<file path="src/rtl/pcla_pkg.sv">
// pcla_pkg: shared types and elaboration helpers for the pipelined CLA adder.
// stage_ctl_t travels with each operation: valid, stage carry, operand sign bits.
package pcla_pkg;

  localparam int PCLA_MIN_BLOCK = 2;

  typedef struct packed {
    logic valid;
    logic carry;
    logic a_msb;
    logic b_msb;
  } stage_ctl_t;

  function automatic int pcla_stages(
    input int width,
    input int block
  );
    return width / block;
  endfunction

  function automatic bit pcla_cfg_ok(
    input int width,
    input int block
  );
    return (block >= PCLA_MIN_BLOCK) && (width % block == 0);
  endfunction

endpackage

</file>
<file path="src/rtl/cla_block.sv">
// cla_block: combinational BLOCK-bit carry-lookahead slice.
// Ports: a, b, ci in; s, co, group propagate grp_p, group generate grp_g out.
module cla_block #(
  parameter int BLOCK = 8
) (
  input  logic [BLOCK-1:0] a,
  input  logic [BLOCK-1:0] b,
  input  logic             ci,
  output logic [BLOCK-1:0] s,
  output logic             co,
  output logic             grp_p,
  output logic             grp_g
);

  logic [BLOCK-1:0] gi;
  logic [BLOCK-1:0] pi;
  logic [BLOCK:0]   c;
  logic             acc;
  logic             prod;

  // Every carry is a flat sum of products over the lower bits,
  // so no carry depends on another carry inside the slice.
  always_comb begin
    gi = a & b;
    pi = a ^ b;
    c = '0;
    c[0] = ci;
    acc = 1'b0;
    prod = 1'b1;
    for (int i = 0; i < BLOCK; i++) begin
      acc = 1'b0;
      prod = 1'b1;
      for (int j = i; j >= 0; j--) begin
        acc = acc | (gi[j] & prod);
        prod = prod & pi[j];
      end
      c[i+1] = acc | (prod & ci);
    end
    grp_g = acc;
    grp_p = prod;
  end

  assign s  = pi ^ c[BLOCK-1:0];
  assign co = c[BLOCK];

endmodule

</file>
<file path="src/rtl/pipelined_cla_adder.sv">
// pipelined_cla_adder: add/sub unit, one BLOCK-bit CLA slice per stage.
// Ports: valid/ready in (a,b,cin,sub), valid/ready out (sum,cout,ovf); zero with PCLA_ZERO_FLAG_EN.
module pipelined_cla_adder
  import pcla_pkg::*;
#(
  parameter int WIDTH = 32,
  parameter int BLOCK = 8
) (
  input  logic             clk,
  input  logic             rst_n,
  input  logic             in_valid,
  output logic             in_ready,
  input  logic [WIDTH-1:0] a,
  input  logic [WIDTH-1:0] b,
  input  logic             cin,
  input  logic             sub,
  output logic             out_valid,
  input  logic             out_ready,
  output logic [WIDTH-1:0] sum,
  output logic             cout,
  output logic             ovf
`ifdef PCLA_ZERO_FLAG_EN
  ,
  output logic             zero
`endif
);

  localparam int STAGES = pcla_stages(WIDTH, BLOCK);

  if (!pcla_cfg_ok(WIDTH, BLOCK)) begin : g_bad_cfg
    $error("pipelined_cla_adder: WIDTH must be a multiple of BLOCK >= 2");
  end

  logic             advance;
  logic [WIDTH-1:0] b_eff;
  logic             c_eff;

  // Chunk [k][j] holds bits [j*BLOCK +: BLOCK] in the register after stage k.
  // a_sk/b_sk carry unresolved chunks (j > k); ds carries resolved sum (j <= k).
  logic [BLOCK-1:0] a_sk [STAGES][STAGES];
  logic [BLOCK-1:0] b_sk [STAGES][STAGES];
  logic [BLOCK-1:0] ds   [STAGES][STAGES];
  stage_ctl_t       ctl_q [STAGES];

  logic [BLOCK-1:0]  op_a  [STAGES];
  logic [BLOCK-1:0]  op_b  [STAGES];
  logic [BLOCK-1:0]  s_blk [STAGES];
  logic [STAGES-1:0] ci;
  logic [STAGES-1:0] co;
  logic [STAGES-1:0] unused_grp_p;
  logic [STAGES-1:0] unused_grp_g;

  assign advance  = !out_valid | out_ready;
  assign in_ready = advance;
  assign b_eff    = sub ? ~b : b;
  assign c_eff    = sub ? ~cin : cin;

  always_comb begin
    op_a[0] = a[BLOCK-1:0];
    op_b[0] = b_eff[BLOCK-1:0];
    ci      = '0;
    ci[0]   = c_eff;
    for (int k = 1; k < STAGES; k++) begin
      op_a[k] = a_sk[k-1][k];
      op_b[k] = b_sk[k-1][k];
      ci[k]   = ctl_q[k-1].carry;
    end
  end

  for (genvar k = 0; k < STAGES; k++) begin : g_slice
    cla_block #(
      .BLOCK(BLOCK)
    ) u_cla (
      .a    (op_a[k]),
      .b    (op_b[k]),
      .ci   (ci[k]),
      .s    (s_blk[k]),
      .co   (co[k]),
      .grp_p(unused_grp_p[k]),
      .grp_g(unused_grp_g[k])
    );
  end

  always_ff @(posedge clk or negedge rst_n) begin
    if (!rst_n) begin
      for (int k = 0; k < STAGES; k++) begin
        ctl_q[k] <= '0;
        for (int j = 0; j < STAGES; j++) begin
          a_sk[k][j] <= '0;
          b_sk[k][j] <= '0;
          ds[k][j]   <= '0;
        end
      end
    end else if (advance) begin
      ctl_q[0] <= '{
        valid: in_valid,
        carry: co[0],
        a_msb: a[WIDTH-1],
        b_msb: b_eff[WIDTH-1]
      };
      ds[0][0] <= s_blk[0];
      for (int j = 1; j < STAGES; j++) begin
        a_sk[0][j] <= a[j*BLOCK +: BLOCK];
        b_sk[0][j] <= b_eff[j*BLOCK +: BLOCK];
      end
      for (int k = 1; k < STAGES; k++) begin
        ctl_q[k] <= '{
          valid: ctl_q[k-1].valid,
          carry: co[k],
          a_msb: ctl_q[k-1].a_msb,
          b_msb: ctl_q[k-1].b_msb
        };
        for (int j = 0; j < k; j++) begin
          ds[k][j] <= ds[k-1][j];
        end
        ds[k][k] <= s_blk[k];
        for (int j = k + 1; j < STAGES; j++) begin
          a_sk[k][j] <= a_sk[k-1][j];
          b_sk[k][j] <= b_sk[k-1][j];
        end
      end
    end
  end

  always_comb begin
    sum = '0;
    for (int j = 0; j < STAGES; j++) begin
      sum[j*BLOCK +: BLOCK] = ds[STAGES-1][j];
    end
  end

  assign out_valid = ctl_q[STAGES-1].valid;
  assign cout      = ctl_q[STAGES-1].carry;
  // All terms are registered and reset to 0, so ovf is 0 in reset too.
  assign ovf = (ctl_q[STAGES-1].a_msb == ctl_q[STAGES-1].b_msb)
             & (sum[WIDTH-1] != ctl_q[STAGES-1].a_msb);

`ifdef PCLA_ZERO_FLAG_EN
  // Running all-zero flag, one slice ANDed in per stage.
  logic [STAGES-1:0] z_q;

  always_ff @(posedge clk or negedge rst_n) begin
    if (!rst_n) begin
      z_q <= '0;
    end else if (advance) begin
      z_q[0] <= ~|s_blk[0];
      for (int k = 1; k < STAGES; k++) begin
        z_q[k] <= z_q[k-1] & ~|s_blk[k];
      end
    end
  end

  assign zero = z_q[STAGES-1];
`endif

endmodule

</file>
<file path="config.mk">
export PLATFORM = sky130hd
export DESIGN_NAME = pipelined_cla_adder
export DESIGN_NICKNAME = d
export VERILOG_FILES = /design/src/rtl/pcla_pkg.sv /design/src/rtl/cla_block.sv /design/src/rtl/pipelined_cla_adder.sv
export SDC_FILE = /design/constraint.sdc
export NUM_CORES = 1
export LEC_CHECK = 0
export ABC_AREA = 1
export BUFFER_PORTS_ARGS = -buffer_cell sky130_fd_sc_hd__buf_2
export CAP_MARGIN = 20
export CORE_MARGIN = 4
export CORE_UTILIZATION = 55
export CTS_BUF_LIST = sky130_fd_sc_hd__clkbuf_8
export DETAILED_ROUTE_END_ITERATION = 10
export GPL_TIMING_DRIVEN = 0
export PLACE_DENSITY = 0.8
export SETUP_SLACK_MARGIN = 0.1
export SYNTH_ARGS = -nofsm -noshare
export SYNTH_HDL_FRONTEND = slang
export SYNTH_SLANG_ARGS = --single-unit
</file>
<file path="constraint.sdc">
create_clock -name clk -period 1.5 [get_ports clk]
set_clock_uncertainty 0.05 [all_clocks]
set_input_delay 0.15 -clock clk [delete_from_list [all_inputs] [get_ports clk]]
set_output_delay 0.15 -clock clk [all_outputs]
set_load 0.005 [all_outputs]
</file>
==> flow_metrics.tcl, run 1 <==
set metrics [dict create \
    slowest_stage "dfrtp_1" \
    drv_slew 0 \
    crit_family "simple AND/OR/NAND/NOR gates" \
    antenna_cells 0 \
    ys_warn_count 0 \
    clk_pin_slew_ns 0.10 \
    critPathMaxFanout 4 \
    grt_pass1_vias 7605 \
    postSynthCellCount 1046 \
    grt_pass1_wl_mm 38.5 \
    synthTopCellsByArea "dfrtp_1 52%, nand2_1 17%, ha_1 4.5%, o21ai_0 3.8%, inv_1 3.4%" \
    yosysSeqAreaShare_pct 52.3 \
    design.core.area_sq_mm 0.0159 \
    placement_rows 46 \
    period_share_pct 112 \
    syn_to_final_growth_pct 39.9 \
    critical_path_buf_inv_count 1 \
    synth.top_cell.area_share_pct 52.3 \
    nets 1379 \
    gp_congestion 0.901 \
    vias_per_cell 5.61 \
    max_stage_delay_ns 0.43 \
    port_buffers 104 \
    wl_mm 29.1 \
    worst_ir_drop_vdd_v 0.00130 \
    grt.overflow.total 0 \
    hold_viol_final 0 \
    path_cells "ha_4 > nand2_4 > nor2_4 > nand2_1 > nand3_2 > nor2_4 > buf_4 > nand3_2 > nand2_2" \
    grt_usage_pct 26.9 \
    start_kind "flop" \
    yosys_register_bits 186 \
    place_hpwl_mm 14.9 \
    cp.required_ns 1.82 \
    wl_per_cell_um 19.4 \
    syn-cell-area_sq_mm 0.00891 \
    r2r_slack_ns -0.18 \
    clk_latency_ns 0.47 \
    max_freq_ghz 0.594 \
    p_leak_uw 0.00626 \
    syn_nets 1152 \
    first_pass_iters 7 \
    cts_buffers 17 \
    violations "setup timing" \
    rsz0062_at_grt "yes" \
    drt-initial-drc-count 963 \
    status "complete, but fails checks" \
    tightestPinTransition_ns 0.520 \
    cts_max_level 4 \
    power.density_mw_per_mm2 2140 \
    end_kind "flop" \
    final_layout_size_suffix_gt1_share_pct 33.4 \
    cts-root-buf "clkbuf_8" \
    vias 8425 \
    setup_slack_ns -0.184 \
    hold_class "input port to flop" \
    finalCriticalPeriod_ns 1.68 \
    cp_data_arrival_time_ns 2.00 \
    avgSynthCellArea_sq_um 8.51 \
    grt_max_degree 104 \
    antenna_found_initial 0 \
    clock_sinks 186 \
    fp.dieW_um 135 \
    drc_errors 0 \
    path_class "flop to flop" \
    slew_headroom_pct 65.3 \
    start_util_pct 56.1 \
    drv_cap 0 \
    ant_nets 0 \
    cts_tree "done" \
    fp.dieH_um 135 \
    io_pins 106 \
    cts_buffer_depth 2 \
    utilization_pct 78.4 \
    synth_top_area_cell "dfrtp_1" \
    hold_ws_ns 0.0121 \
    synthDistinctLibCells 27 \
    die_area_sq_mm 0.0183 \
    finalSetupViolCount 33 \
]
## routing by layer
layer	track usage, %	wire (um)
met2	44.8	14500
met4	8.57	1270
met5	0	0
met3	4.31	2800
met1	36.6	10600
## power breakdown
group / internal, uW / switching [uW] / leakage [uW]
sequential: 7260 / 1680 / 0.00224
clock: 1650 / 1820 / 0.000211
combinational: 6680 / 7560 / 0.00381
## final cells by class
type	count	area, sq um
repair buffers	209	1660
fillers	909	3430
multi-input cells	698	4350
flip-flops and latches	186	4660
plain buffers	77	790
inverters	84	318
clock inverters	11	119
well taps	216	270
clock buffers	21	289
## state kept, by name, indices dropped and copies added, names as in the netlist
name and count:
out_valid 1, a_sk 48, ds 48, ctl_q 5
sum 32, ci 3, b_sk 48, cout 1
## worst paths after layout
kind,startpoint,endpoint,depth (start not counted)
worst max register to register,b_sk[76],ds[46],9
min in group asynchronous,rst_n,sum[28],2
worst min register to register,ds[88],ds[56],2
max in group asynchronous,rst_n,b_sk[77],3
worst max-delay path,b_sk[76],ds[46],9
worst min-delay path,b[15],b_sk[119],3
## worst min-delay path, delay by kind of cell
kind	cells	cell delay [ns]
buf+inv	1	0.09
xor+xnor	1	0.14
compound gates	1	0.10
## timing repair
| action | CTS | global route |
|---|---|---|
| pin swaps | 51 | 71 |
| hold buffers | 49 | 0 |
| gates cloned | 0 | 8 |
| hold endpoints to repair | 131 | 0 |
| resized for setup | 125 | 206 |
| buffers inserted | 31 | 17 |
| endpoints found under the setup margin | 187 | 190 |
## cells in the final DEF, fill, tap and decap left out, drive strengths merged
cell type,count
a21oi,16
inv,87
a31oi,1
bufinv,2
nand4,5
nor2,34
clkinv,4
nand2,397
xnor2,32
dfrtp,186
o22ai,3
nor3,8
o21ai,107
ha,32
xor2,8
clkinvlp,2
and3,1
fa,4
nand3b,6
dlygate4sd3,49
clkbuf,36
nand3,44
buf,222
## logic make-up (layout without fill, tap and decap cells)
logic type | Yosys count | after routing | synth area share, %
simple gates | 495 | 495 | 22.2
flops | 186 | 186 | 52.3
buf+inv | 162 | 402 | 8.86
compound gates | 127 | 127 | 7.36
xor+xnor | 40 | 40 | 3.93
fa+ha+maj | 36 | 36 | 5.39
## synthesized netlist by cell type
cell	number
nand4_1	5
ha_1	32
o21ai_1	38
nor2_4	1
nand2_1	394
dfrtp_1	186
nand2_2	3
and3_1	1
buf_6	1
a21oi_1	15
buf_2	34
xor2_1	8
a31oi_1	1
nand3b_1	6
o21ai_0	68
xnor2_1	32
inv_2	3
nor3_1	8
inv_1	81
clkbuf_1	8
fa_1	4
buf_4	35
o21ai_4	1
a21oi_2	1
nand3_1	44
o22ai_1	3
nor2_1	33
## per-stage QoR
step	area, sq um	TNS [ns]	setup WS [ns]	power [uW]	instances
floorplan	9120	-1.01	-0.165	14600	1046
global placement	9910	-496.01	-2.65	16900	1366
detailed placement	9950	-4.80	-0.347	17300	1367
CTS	11500	-0.314	-0.134	22700	1479
global route	12500	-2.99	-0.233	28100	1502
finish	12500	-1.86	-0.184	26600	1502
Note: power is estimated with default switching activity, not from simulation.
==> inputs of run 2 (changes only) <==
--- a/config.mk
+++ b/config.mk
@@ -17,4 +17,5 @@
 export SETUP_SLACK_MARGIN = 0.1
 export SYNTH_ARGS = -nofsm -noshare
 export SYNTH_HDL_FRONTEND = slang
+export SYNTH_HIERARCHICAL = 1
 export SYNTH_SLANG_ARGS = --single-unit
==> run 2 against run 1 <==
  * The run still ends with setup timing left
  * Combinational power is 19% higher
  * Final area grew 7.4%
  * Die area is 4.8% higher
  * Worst hold slack better by 0.039 ns
  * Register-to-register slack got worse by 0.16 ns
  * Synthesized cell count increased by 11%
  * Routed wire length is 9.3% higher
  * Power grew 11%
  * Sequential power grew 0.4%
  * Critical path type unchanged
  * Global-route usage decreased by 2.2 points
  * Area after synthesis increased by 5.1%
==> flow_metrics.tcl, run 2 <==
set metrics [dict create \
    fp.dieH_um 138 \
    violations "setup timing" \
    n_fill_cell 903 \
    mostFrequentLayoutCells "395 x nand2_1, 183 x dfrtp_1, 116 x inv_1, 110 x buf_2, 77 x buf_4" \
    power.density_mw_per_mm2 2210 \
    start_util_pct 56.3 \
    stdcell_count 1646 \
    drt-initial-drc-count 1209 \
    grt_pass1_vias 8052 \
    period_share_pct 123 \
    drc_errors 0 \
    hold_ws_ns 0.0510 \
    cts-root-buf "clkbuf_8" \
    clk_pin_slew_ns 0.12 \
    max_stage_delay_ns 0.47 \
    clock_sinks 186 \
    grt_use_met2_pct 40.3 \
    grt.overflow.total 0 \
    port_buffers 104 \
    top_regs "a_sk (48), b_sk (48), ds (48)" \
    crit_top_cell "nand2_1" \
    cp.required_ns 1.86 \
    antenna_cells 0 \
    ant_nets 0 \
    grt_max_degree 102 \
    gp_congestion 0.853 \
    finalCriticalPeriod_ns 1.84 \
    drv_slew 0 \
    rsz0062_at_grt "yes" \
    mostFrequentLayoutCell "nand2_1" \
    setup_slack_ns -0.342 \
    antenna_found_initial 0 \
    status "complete, but fails checks" \
    cts_buffers 17 \
    ys_warn_count 6 \
    met3_usage_pct 4.97 \
    top_usage_layer "met2" \
    cts_buffer_depth 2 \
    wl_mm 31.8 \
    final_layout_size_suffix_gt1_share_pct 34.9 \
    max_freq_ghz 0.543 \
    end_kind "flop" \
    io_pins 106 \
    design.core.area_sq_mm 0.0166 \
    fp.dieW_um 138 \
    grt_usage_pct 24.7 \
    slew_headroom_pct 65.0 \
    dp_cells 1482 \
    p_leak_uw 0.00697 \
    crit_family "simple AND/OR/NAND/NOR gates" \
    drv_cap 0 \
    clk_latency_ns 0.48 \
    path_cells "ha_4 > nand3_4 > buf_6 > inv_4 > nand2_2 > inv_1 > nor2_1 > nand3_1 > nand2_1 > nand2_1 > o21ai_1" \
    nets 1519 \
    first_pass_iters 5 \
    hold_viol_final 0 \
    critPathMaxFanout 4 \
    syn-cell-area_sq_mm 0.00936 \
    cts_tree "done" \
    cp_data_arrival_time_ns 2.20 \
    cts_max_level 4 \
    worst_ir_drop_vdd_v 0.00105 \
    utilization_pct 80.4 \
    slowest_stage "dfrtp_1" \
    postSynthCellCount 1157 \
    start_kind "flop" \
    gr-usage-met1_pct 33.5 \
    hold_class "input port to flop" \
    place_hpwl_mm 15.4 \
    die_area_sq_mm 0.0192 \
    placement_rows 47 \
    vias_per_cell 5.64 \
    avgSynthCellArea_sq_um 8.09 \
    syn_to_final_growth_pct 43.0 \
    syn_nets 1263 \
    wl_per_cell_um 19.3 \
    critical_path_buf_inv_count 3 \
    tightestPinTransition_ns 0.526 \
    finalSetupViolCount 25 \
    grt_pass1_wl_mm 39.0 \
    vias 9283 \
    path_class "flop to flop" \
]
## run 2: layout make-up
type	instances	area (sq um)	area share [%]
timing repair buffer	237	2040	15.3
multi-input combinational	766	4760	35.5
clock buffer	17	234	1.75
clock inverter	15	195	1.46
tap	220	275	2.06
sequential	186	4660	34.8
buffer	78	737	5.51
inverter	127	483	3.61
## run 2: metal layers
metal	vias up	share of wire (%)
li1	4062	-
met1	4401	36
met2	656	49
met3	164	9.7
met4	0	5.5
met5	-	0
## run 2: repair_timing
item / in CTS / in global routing
setup endpoints to repair: 36 / 165
setup buffers: 35 / 30
hold endpoints to repair: 134 / 0
gates cloned: 0 / 16
hold buffers: 53 / 0
pin swaps: 71 / 75
resized for setup: 81 / 263
## run 2: worst paths after layout
path                                 from         to  slack (ns)  depth (start not counted)
min in group asynchronous           rst_n     ds[43]        0.14                          2
worst max register to register   b_sk[73]     ds[47]       -0.34                         11
max in group asynchronous           rst_n  out_valid        0.41                          3
worst min-delay path                  sub  b_sk[118]        0.05                          5
worst max-delay path             b_sk[73]     ds[47]       -0.34                         11
worst min register to register  b_sk[108]   b_sk[76]        0.43                          2
## run 2: worst min-delay path, stage by stage
cell and delay (ns):
buf_8 0.09, buf_12 0.15, nand2_1 0.06, nand3_1 0.07, nand2_1 0.04
## run 2: power breakdown
group          total [uW]  switching (uW)  internal [uW]
combinational       16900            9130           7750
sequential           8980            1750           7230
clock                3680            2230           1450
## run 2: per-stage QoR
step / total power (uW) / area (sq um) / setup slack (ns) / TNS (ns)
after floorplan: 15800 / 9620 / -0.194 / -0.891
after global placement: 18200 / 10400 / -2.62 / -487.33
after CTS: 24300 / 12000 / -0.0774 / -0.397
after global routing: 30900 / 13400 / -0.322 / -4.39
after detailed placement: 18700 / 10500 / -0.357 / -3.07
final: 29500 / 13400 / -0.342 / -3.09
==> inputs of run 3 (changes only) <==
--- a/config.mk
+++ b/config.mk
@@ -6,13 +6,14 @@
 export NUM_CORES = 1
 export LEC_CHECK = 0
 export ABC_AREA = 1
-export BUFFER_PORTS_ARGS = -buffer_cell sky130_fd_sc_hd__buf_2
 export CAP_MARGIN = 20
 export CORE_MARGIN = 4
-export CORE_UTILIZATION = 55
+export CORE_UTILIZATION = 60
 export CTS_BUF_LIST = sky130_fd_sc_hd__clkbuf_8
 export DETAILED_ROUTE_END_ITERATION = 10
+export DONT_BUFFER_PORTS = 1
 export GPL_TIMING_DRIVEN = 0
+export MAX_ROUTING_LAYER = met4
 export PLACE_DENSITY = 0.8
 export SETUP_SLACK_MARGIN = 0.1
 export SYNTH_ARGS = -nofsm -noshare
==> run 3 against run 2 <==
  * The run ends with hold timing, setup timing left
  * Sequential share of layout area grew 4.1 points
  * Setup slack better by 0.11 ns
  * Worst hold slack got worse by 0.75 ns
  * Combinational power fell by 15%
  * First-iteration DRC count down 31%
  * Sequential power fell by 2%
  * Largest power group unchanged
==> flow_metrics.tcl, run 3 (synthesis gave the netlist of run 2 again) <==
set metrics [dict create \
    cts_buffers 17 \
    drc_errors 0 \
    cts-root-buf "clkbuf_8" \
    syn_to_final_growth_pct 27.9 \
    pre_cts_slack_ns -0.390 \
    final_layout_size_suffix_gt1_share_pct 25.0 \
    wl_mm 26.7 \
    gp_congestion 0.936 \
    setup_tns_ns -1.81 \
    worst_ir_drop_vdd_v 0.00105 \
    cts_tree "done" \
    first_pass_iters 5 \
    cts_hold_buffers 53 \
    antenna_found_initial 0 \
    grt_pass1_vias 7694 \
    status "complete, but fails checks" \
    slew_headroom_pct 70.2 \
    placement_rows 45 \
    cp_data_arrival_time_ns 2.08 \
    finalCriticalPeriod_ns 1.73 \
    clock_sinks 186 \
    path_class "flop to flop" \
    end_kind "flop" \
    max_freq_ghz 0.577 \
    vias_per_cell 5.51 \
    mostFrequentLayoutCells "424 x nand2_1, 184 x dfrtp_1, 120 x inv_1, 88 x o21ai_0, 77 x buf_4" \
    violations "hold timing, setup timing" \
    design.core.area_sq_mm 0.0153 \
    cts_buffer_depth 2 \
    power.density_mw_per_mm2 2220 \
    clk_latency_ns 0.49 \
    drv_slew 0 \
    start_util_pct 61.4 \
    p_leak_uw 0.00610 \
    crit_start "b_sk[75]" \
    grt.overflow.total 0 \
    grt_usage_pct 27.7 \
    critPathMaxFanout 5 \
    hold_viol_final 186 \
    drv_cap 0 \
    fp.dieW_um 133 \
    r2r_start "b_sk[75]" \
    finalSetupViolCount 18 \
    hold_ws_ns -0.699 \
    n_fill_cell 927 \
    setup_slack_ns -0.233 \
    io_pins 106 \
    place_hpwl_mm 14.6 \
    drt-initial-drc-count 836 \
    ant_nets 0 \
    clk_pin_slew_ns 0.10 \
    start_kind "flop" \
    fp.dieH_um 133 \
    grt_max_degree 187 \
    rsz0062_at_grt "yes" \
    period_share_pct 116 \
    mostFrequentLayoutCell "nand2_1" \
    tightestPinTransition_ns 0.447 \
    antenna_cells 0 \
    hold_class "input port to async pin" \
    die_area_sq_mm 0.0177 \
    cp.required_ns 1.85 \
    cts_max_level 4 \
    vias 8249 \
    wl_per_cell_um 17.8 \
    top_regs "a_sk (48), b_sk (48), ds (48)" \
    grt_pass1_wl_mm 38.0 \
    nets 1380 \
    port_buffers 0 \
]
run 3: cell types whose count changed in the layout (fill, tap and decap cells not counted), sizes merged:
cell | before | now
clkbuf | 43 | 30
clkinvlp | 0 | 4
clkinv | 6 | 5
buf | 236 | 110
bufinv | 1 | 2
inv | 135 | 131
run 3: critical path, stage by stage, from the launching register on:
cell     delay (ns)
dfrtp_1        0.44
ha_4           0.37
nand3_4        0.11
nor2_4         0.13
nand2_2        0.09
nand4_1        0.11
nand2_1        0.08
nand2_2        0.08
nand2_1        0.07
o21ai_1        0.13
run 3: worst paths after layout:
kind	endpoint	slack, ns	cells after the start
hold reg to reg	sum[28]	0.43	2
setup reg to reg	ds[47]	-0.23	9
hold / removal	sum[27]	-0.70	0
min in group clk	b_sk[103]	0.02	5
setup / recovery	ds[47]	-0.23	9
max in group asynchronous	b_sk[114]	1.79	0
run 3: per-stage QoR:
stage	area, sq um	utilization [%]	power, uW	instances
after global placement	9890	64.8	17700	1368
after detailed placement	9890	64.8	18100	1368
after global routing	12000	78.5	28100	1498
after floorplan	9620	-	15800	1157
final	12000	78.5	26600	1498
after CTS	11400	74.5	23500	1479
run 3: area by class of cell:
type                            instances  area, sq um  share of cell area [%]
Sequential cell                       186         4660                    38.9
Multi-Input combinational cell        766         4640                    38.8
Timing Repair Buffer                   98          927                    7.74
Buffer                                 78          599                    5.01
Inverter                              127          478                    3.99
Tap cell                              211          264                    2.21
Clock buffer                           17          234                    1.95
Clock inverter                         15          169                    1.41
run 3: timing repair:
item | 4_1_cts | 5_1_grt
pin swaps | 67 | 69
gates resized for setup | 86 | 131
endpoints found under the hold margin | 236 | 186
setup endpoints to repair | 68 | 157
cloned | 0 | 1
buffers inserted | 26 | 19
run 3: power breakdown:
part	total, uW	switching (uW)	internal (uW)
Combinational	14300	7960	6340
Clock	3450	1930	1510
Sequential	8820	1600	7230
run 3: per-layer routing:
metal	routed length (um)	up-vias	GRT usage (%)
met4	988	0	9.58
li1	-	3769	-
met3	2150	100	6.77
met1	10400	3943	35.5
met5	0	-	-
met2	13200	437	43.4
